**config.mk**
```make
export PLATFORM = sky130hd
export DESIGN_NAME = p2s_tx_arbiter
export DESIGN_NICKNAME = d
export VERILOG_FILES = /design/src/rtl/p2s_tx_arbiter_pkg.sv /design/src/rtl/p2s_tx_arbiter_rr_arbiter.sv /design/src/rtl/p2s_tx_arbiter.sv
export SDC_FILE = /design/constraint.sdc
export NUM_CORES = 1
export LEC_CHECK = 0
export BUFFER_PORTS_ARGS = -buffer_cell sky130_fd_sc_hd__buf_4
export CAP_MARGIN = 20
export CORE_ASPECT_RATIO = 0.75
export CORE_UTILIZATION = 35
export DETAILED_ROUTE_END_ITERATION = 8
export MAX_ROUTING_LAYER = met4
export PLACE_DENSITY = 0.56
export SETUP_SLACK_MARGIN = 0.02
export SYNTH_ARGS = -nofsm -noshare
export SYNTH_HDL_FRONTEND = slang
export SYNTH_SLANG_ARGS = --single-unit
export TNS_END_PERCENT = 5
```
**constraint.sdc**
```tcl
create_clock -name clk -period 9.5 [get_ports clk]
set_input_delay 0.95 -clock clk [delete_from_list [all_inputs] [get_ports clk]]
set_output_delay 0.95 -clock clk [all_outputs]
set_load 0.005 [all_outputs]
```
**src/rtl/p2s_tx_arbiter_pkg.sv**
```systemverilog
// Shared types and constants for the p2s transmit arbiter.
// Latency: none (package only).
// Backpressure: none (package only).
package p2s_tx_arbiter_pkg;

  localparam int WORD_W = 16;
  localparam int LEN_W  = 4;
  localparam int ID_W   = 3;

  typedef enum logic [1:0] {
    ST_IDLE  = 2'd0,
    ST_CLEAR = 2'd1,
    ST_SEND  = 2'd2,
    ST_GAP   = 2'd3
  } state_t;

  // A length field of zero encodes a full 16-bit word.
  function automatic logic [LEN_W:0] eff_bits(input logic [LEN_W-1:0] len);
    return (len == '0) ? (LEN_W+1)'(WORD_W) : {1'b0, len};
  endfunction

endpackage

```
**src/rtl/p2s_tx_arbiter_rr_arbiter.sv**
```systemverilog
// Round-robin pick of the first request at or after the pointer, wrapping.
// Latency: grant is combinational; pointer advances on the edge a grant is taken.
// Backpressure: pointer holds while enable is low, so pending requests keep their turn.
module p2s_tx_arbiter_rr_arbiter
  import p2s_tx_arbiter_pkg::*;
#(
  parameter int NREQ = 4
) (
  input  logic            clk,
  input  logic            reset,
  input  logic [NREQ-1:0] req,
  input  logic            enable,
  output logic [NREQ-1:0] grant,
  output logic [ID_W-1:0] grant_id,
  output logic            grant_vld
);

  logic [ID_W-1:0] ptr;

  function automatic int wrap_idx(input int base, input int ofs);
    int s;
    s = base + ofs;
    return (s >= NREQ) ? s - NREQ : s;
  endfunction

  // Scan from the pointer and take the first set request.
  always_comb begin
    grant     = '0;
    grant_id  = '0;
    grant_vld = 1'b0;
    for (int i = 0; i < NREQ; i++) begin
      if (!grant_vld && req[wrap_idx(int'(ptr), i)]) begin
        grant_vld                       = 1'b1;
        grant_id                        = ID_W'(wrap_idx(int'(ptr), i));
        grant[wrap_idx(int'(ptr), i)]   = 1'b1;
      end
    end
  end

  // Pointer moves just past the winner whenever a grant is taken.
  always_ff @(posedge clk) begin
    if (reset) begin
      ptr <= '0;
    end else if (enable && grant_vld) begin
      ptr <= (grant_id == ID_W'(NREQ - 1)) ? '0 : grant_id + ID_W'(1);
    end
  end

endmodule

```
**src/rtl/p2s_tx_arbiter.sv**
```systemverilog
// Shares one parallel-to-serial shifter among NREQ requesters, round-robin.
// Latency: gnt 1 cycle after req seen in IDLE; done 1 cycle after ser_done; GAP_CYCLES idle after.
// Backpressure: requests wait (level-held) while busy; next grant earliest 1 cycle after IDLE entry.
module p2s_tx_arbiter
  import p2s_tx_arbiter_pkg::*;
#(
  parameter int NREQ       = 4,
  parameter int GAP_CYCLES = 2,
  parameter int TIMEOUT    = 20
) (
  input  logic                 clk,
  input  logic                 reset,
  input  logic [NREQ-1:0]      req,
  input  logic [16*NREQ-1:0]   req_data,
  input  logic [4*NREQ-1:0]    req_len,
  output logic [NREQ-1:0]      gnt,
  output logic [NREQ-1:0]      done,
  output logic [NREQ-1:0]      err,
  output logic                 busy,
  output logic [2:0]           active_id,
  output logic                 ser_clear,
  output logic                 ser_enable,
  output logic [15:0]          ser_data,
  output logic [3:0]           ser_len,
  input  logic                 ser_done
);

  localparam int CNT_W = $clog2(TIMEOUT);

  state_t          state;
  logic [CNT_W-1:0] send_cnt;
  logic [3:0]      gap_cnt;
  logic            ser_clear_q;
  logic [NREQ-1:0] arb_grant;
  logic [ID_W-1:0] arb_id;
  logic            arb_vld;
  logic [NREQ-1:0] owner_oh;

  p2s_tx_arbiter_rr_arbiter #(.NREQ(NREQ)) u_arb (
    .clk       (clk),
    .reset     (reset),
    .req       (req),
    .enable    (state == ST_IDLE),
    .grant     (arb_grant),
    .grant_id  (arb_id),
    .grant_vld (arb_vld)
  );

  assign owner_oh = {{(NREQ-1){1'b0}}, 1'b1} << active_id;

  // A reset mid-word must also wipe the shifter, so reset feeds the clear strobe directly.
  assign ser_clear = ser_clear_q | reset;

  // Main scheduler: grant, clear, send with timeout, idle gap, completion pulses.
  always_ff @(posedge clk) begin
    if (reset) begin
      state       <= ST_IDLE;
      gnt         <= '0;
      done        <= '0;
      err         <= '0;
      busy        <= 1'b0;
      ser_clear_q <= 1'b0;
      ser_enable  <= 1'b0;
      ser_data    <= '0;
      ser_len     <= '0;
      active_id   <= '0;
      send_cnt    <= '0;
      gap_cnt     <= '0;
    end else begin
      gnt  <= '0;
      done <= '0;
      err  <= '0;
      case (state)
        ST_IDLE: begin
          if (arb_vld) begin
            state       <= ST_CLEAR;
            gnt         <= arb_grant;
            ser_data    <= req_data[WORD_W*arb_id +: WORD_W];
            ser_len     <= req_len[LEN_W*arb_id +: LEN_W];
            active_id   <= arb_id;
            busy        <= 1'b1;
            ser_clear_q <= 1'b1;
          end
        end
        ST_CLEAR: begin
          state       <= ST_SEND;
          ser_clear_q <= 1'b0;
          ser_enable  <= 1'b1;
          send_cnt    <= '0;
        end
        ST_SEND: begin
          if (ser_done || (send_cnt == CNT_W'(TIMEOUT - 1))) begin
            ser_enable <= 1'b0;
            if (ser_done) begin
              done <= owner_oh;
            end else begin
              err <= owner_oh;
            end
            if (GAP_CYCLES == 0) begin
              state <= ST_IDLE;
              busy  <= 1'b0;
            end else begin
              state   <= ST_GAP;
              gap_cnt <= '0;
            end
          end else begin
            send_cnt <= send_cnt + CNT_W'(1);
          end
        end
        ST_GAP: begin
          if (gap_cnt == 4'(GAP_CYCLES - 1)) begin
            state <= ST_IDLE;
            busy  <= 1'b0;
          end else begin
            gap_cnt <= gap_cnt + 4'd1;
          end
        end
        default: begin
          state <= ST_IDLE;
          busy  <= 1'b0;
        end
      endcase
    end
  end

endmodule

```
Word-level counts from Yosys, hierarchy flattened --
Index checks and enable logic that the tools add are counted.
Storage, ports and cells: register bits 52, input bits 87, output and inout port bits 38, logic and storage cells 137
Cells by class: $add $sub $neg 10, order comparisons 12, equal/unequal tests 11, shift operators 3, muxes and demuxes 52, bitwise gates (word level) 9, reductions and logical operators 27
Operator list (count):
- 32-bit by 1-bit >= comparator with 1-bit output (second input constant) | 4
- 32-bit by 4-bit < comparator with 1-bit output (second input constant) | 4
- 32-bit 2-to-1 mux | 4
- 32-bit by 4-bit >= comparator with 1-bit output (second input constant) | 3
- 32-bit by 4-bit subtractor with 32-bit output (second input constant) | 3
- 64-bit by 8-bit variable part select with 16-bit output | 1
- 4-bit 2-to-1 mux | 6
- 1-bit 2-to-1 mux | 19
- 16-bit by 6-bit variable part select with 4-bit output | 1
- 3-bit 2-to-1 mux | 5
- 4-bit OR | 3
- 2-bit inequality test (second input constant) | 5
- 5-bit one-hot mux with 2 select lines | 1
- 3-bit AND reduction | 3
- 3-bit by 2-bit adder with 4-bit output (second input constant) | 2
- 1-bit binary-select mux with 2-bit select | 4
- 1-bit demux with 2-bit select | 4
- 1-bit logical AND | 8
- 2-bit one-hot mux with 4 select lines | 1
- 4-bit one-hot mux with 2 select lines | 1
- 2-bit AND reduction | 4
- 2-bit nonzero test | 4
- 4-bit OR reduction | 2
- 2-bit 2-to-1 mux | 3
- 20 further kinds | 29

Depth between registers and ports, before layout --
word-level depth 17, depth in mapped cells 15, depth with buffers taken out 10

Hierarchy --
From an unflattened synthesis, not the netlist that was laid out.
Second synthesis, totals: cell total of the unflattened synthesis 322, area total of the unflattened synthesis 3106.7 µm²
By module, submodules not included:
- p2s_tx_arbiter | times used 1, cells each 236, area an instance 2421.1 µm², seq. area each 980.9 µm²
- p2s_tx_arbiter_rr_arbiter | times used 1, cells each 86, area an instance 685.7 µm², seq. area each 60.1 µm²

Least setup slack after synthesis --
OpenSTA, ideal clock, no wires.
path kind register -> register, from register u_arb.ptr[0], to register ser_data[0], library setup time 0.117 ns, arrival time 3.580 ns, data required time 9.383 ns, setup slack 5.803 ns, stages on the path, launching flop included 13, path buffers 4, period minus slack after synthesis 3.697 ns, path through dfxtp_1 > buf_2 > buf_1 > inv_2 > clkbuf_1 > ha_1 > mux4_2 > nor2_4 > o221ai_2 > nor4bb_4 > buf_6 > or4_1 > a32o_1
On the way: longest elaborated chain between the ends 16, elaborated cells between the ends (all ways) 43, classes of those cells add/sub (7); order compare (4); shift (1); mux (24); reduce/logical (7)
RTL lines:
- start, declared | line p2s_tx_arbiter_rr_arbiter.sv:18 | logic [ID_W-1:0] ptr;
- start signal, assigned | line p2s_tx_arbiter_rr_arbiter.sv:45 | ptr <= (grant_id == ID_W'(NREQ - 1)) ? '0 : grant_id + ID_W'(1);
- branches (longest 16 deep; another with 32-bit by 4-bit subtractor with 32-bit output)
- end signal, assigned | line p2s_tx_arbiter.sv:78 | ser_data <= req_data[WORD_W*arb_id +: WORD_W];
- end, declared | line p2s_tx_arbiter.sv:23 | output logic [15:0] ser_data,
Several ways; the timed one is not identified. The select of a mux whose other input is x is not followed. A chain may end at the register's enable or synchronous reset.

Final worst setup path --
from register u_arb.ptr[1], to register ser_data[13]
Same word-level chain as after synthesis.

==> summary.txt <==
Met2 Use GR - 32.5%
Final min period - 4.71 ns
Hold/Removal Path Class - flop to flop
Final setup skew - 0.00848 ns
Met1 usage - 37.4%
Iteration-0 DRC Markers - 468
Fin crit share - 49.5%
Initial cell density of the core - 36.4%
Buf/Inv on CP - 1
CTS Buf Count - 5
Pwr/cell area - 325 nW/µm²
Clock slew seen by the registers of the worst setup and hold paths - 0.08 ns
Fraction of layout cells with a size suffix above 1 - 24.4%
Final Wtd Congestion - 0.881
Worst EP arrival - 4.89 ns
CP endpoint kind - flop
CTS root buf - clkbuf_16
Clock latency on the worst-skew pair - 0.30 ns
DRT antenna net count - 0
Netlist Area Pre-Place - 4250 µm²
Post-synth cell types - 55
Avg Cell Area, Syn - 7.50 µm²
Post-Route Utilization - 46.0%
Post-DR vias/cell - 5.72
Vias in the first global route - 4215
Final setup fails - 0
Nature of the critical path startpoint - flop
GRT busiest layer - met1
Die ar. - 12600 µm²
Final wirelength - 14800 µm
Setup CP Type - flop to flop
Status - completed
Max-Cap Viols - 0
Max clock buf depth - 2
Number of flops mapped to enable cells by yosys - 0
Detailed-route DRC error count - 0
Max-slew violation count - 0
Io pins - 125
Clock sink count - 52
Number of diodes - 0
CTS tree - done
Crit path max-delay cell type - nand2b_2
Slew HR - 30.9%
Die W - 129 µm
#FFs+latches synth - 52
RSZ-0062 raised after global routing - false
Worst-margin pin slew - 1.03 ns
F_max - 212 MHz
Top cell by count, worst path - a32o_1
Wirelength per Cell - 18.1 µm
CP delay by family, top - simple AND/OR/NAND/NOR gates
Largest net degree at the start of global routing - 97
Asr flop ratio synth - 0%
Dpl hpwl - 10400 µm
Initial antenna violation count - 0
Vias - 4680
DR pass1 iterations - 7
Total global routing overflow - 0
Static Leak - 0.00233 µW
Flop-to-flop setup slack - 4.79 ns
Post-CTS Setup Bufs - 0
Warnings, synthesis - 0
Gr usage total - 24.1%
Port bufs - 124
Worst vdd rail ir drop - 0.000254 V
Syn Nets - 674
Fin. Hold Viols - 0
Core area - 11700 µm²
PostCTS Resize Cnt - 0
Fin Setup TNS - 0 ns
Slowest stage delay, CP - 0.75 ns
Mapped Cells - 567
Most frequent cells in the layout - buf_4 (131), nand2_1 (101), dfxtp_1 (51), nor2_1 (49), a32o_1 (40)
Prevailing post-synth register cell - dfxtp_1
Worst-path maximum fanout - 41
Final net count - 762
Layout area overhead - 26.6%
WP data required - 9.69 ns
Met3 Use GR - 3.25%
Post-cts hold buffer count - 0
Seq/Total Area, Yosys - 24.5%
Most common cell after layout, fill and taps aside - buf_4
Row count - 34
Crit-path cells - inv_1 > ha_1 > mux4_2 > nand2b_2 > nand2_1 > a32o_1 > or4_1 > a32o_1
Die Height - 97.5 µm
First-pass GRT wire length - 23000 µm
Htree depth - 2
## area by class of cell
cell class                 count  area (µm²)
multi-input combinational    453        2960
sequential                    52        1040
clock buffer                   6         129
fill                        1177        6310
clock inverter                 2        17.5
tap                          162         203
timing repair buffer         132         995
inverter                      11        41.3
## per-layer routing
layer | wire [µm] | share of wire, % | vias up
met3 | 1200 | 8.1 | 9
li1 | - | - | 2284
met4 | 125 | 0.85 | 0
met1 | 7320 | 49 | 2200
met5 | 0 | 0 | -
met2 | 6140 | 42 | 187
## cells in the mapped netlist, types with 3 or more instances
library cell	number	area (µm²)
mux2i_1	23	230
xor2_1	5	43.8
nand2_1	101	379
mux4_2	4	90.1
nor2b_1	4	25.0
o21ai_0	3	15.0
a31oi_1	22	138
a21oi_1	38	190
clkbuf_1	32	120
nand2b_1	6	37.5
inv_2	3	11.3
a211oi_1	4	30.0
nand3_1	21	105
nor2_1	50	188
buf_2	13	65.1
dfxtp_1	52	1040
and3_1	24	150
inv_1	8	30.0
a32o_1	40	400
ha_1	20	250
or4_1	20	150
nand4_1	24	150
nand3b_1	5	37.5
nor3_1	7	35.0
## kinds of logic after synthesis
family	Yosys count	synth area share, %
and+or+nand+nor	275	32.7
AOI/OAI and AO/OA	124	21.6
buffers and inverters	62	6.38
DFF	52	24.5
muxes	27	7.53
adders and majority gates	20	5.88
xor gates and xnor gates	7	1.44
## where the power goes
group          switching [µW]  internal, µW  total (µW)  leakage (µW)
registers                52.0           272         324      0.000426
logic                     768           468        1240       0.00183
clock network            87.3           100         187     0.0000719
## registers in the layout, indices dropped and copies added, names as in the netlist
signal / count
err: 4
send_cnt: 5
state: 2
active_id: 3
ser_clear_q: 1
ser_data: 16
done: 4
gap_cnt: 4
gnt: 4
ser_enable: 1
ser_len: 4
busy: 1
u_arb.ptr: 3
## final timing paths
check                     from            to  cells past startpoint
setup / recovery  u_arb.ptr[1]  ser_data[13]                      8
hold / removal     ser_data[5]   ser_data[5]                      1
setup reg to reg  u_arb.ptr[1]  ser_data[13]                      8
hold reg to reg    ser_data[5]   ser_data[5]                      1
## per-stage QoR
stage	power (µW)	std cells	hold WS (ns)	worst slack, ns	area, µm²
after floorplan	1200	567	0.447	5.80	4250
after global placement	1520	809	0.456	4.92	5230
after detailed placement	1540	809	0.456	4.81	5230
after CTS	1740	817	0.475	4.81	5370
after global routing	1880	818	0.500	4.38	5380
final	1750	818	0.471	4.79	5380
Power figures use the tool's default switching activity.
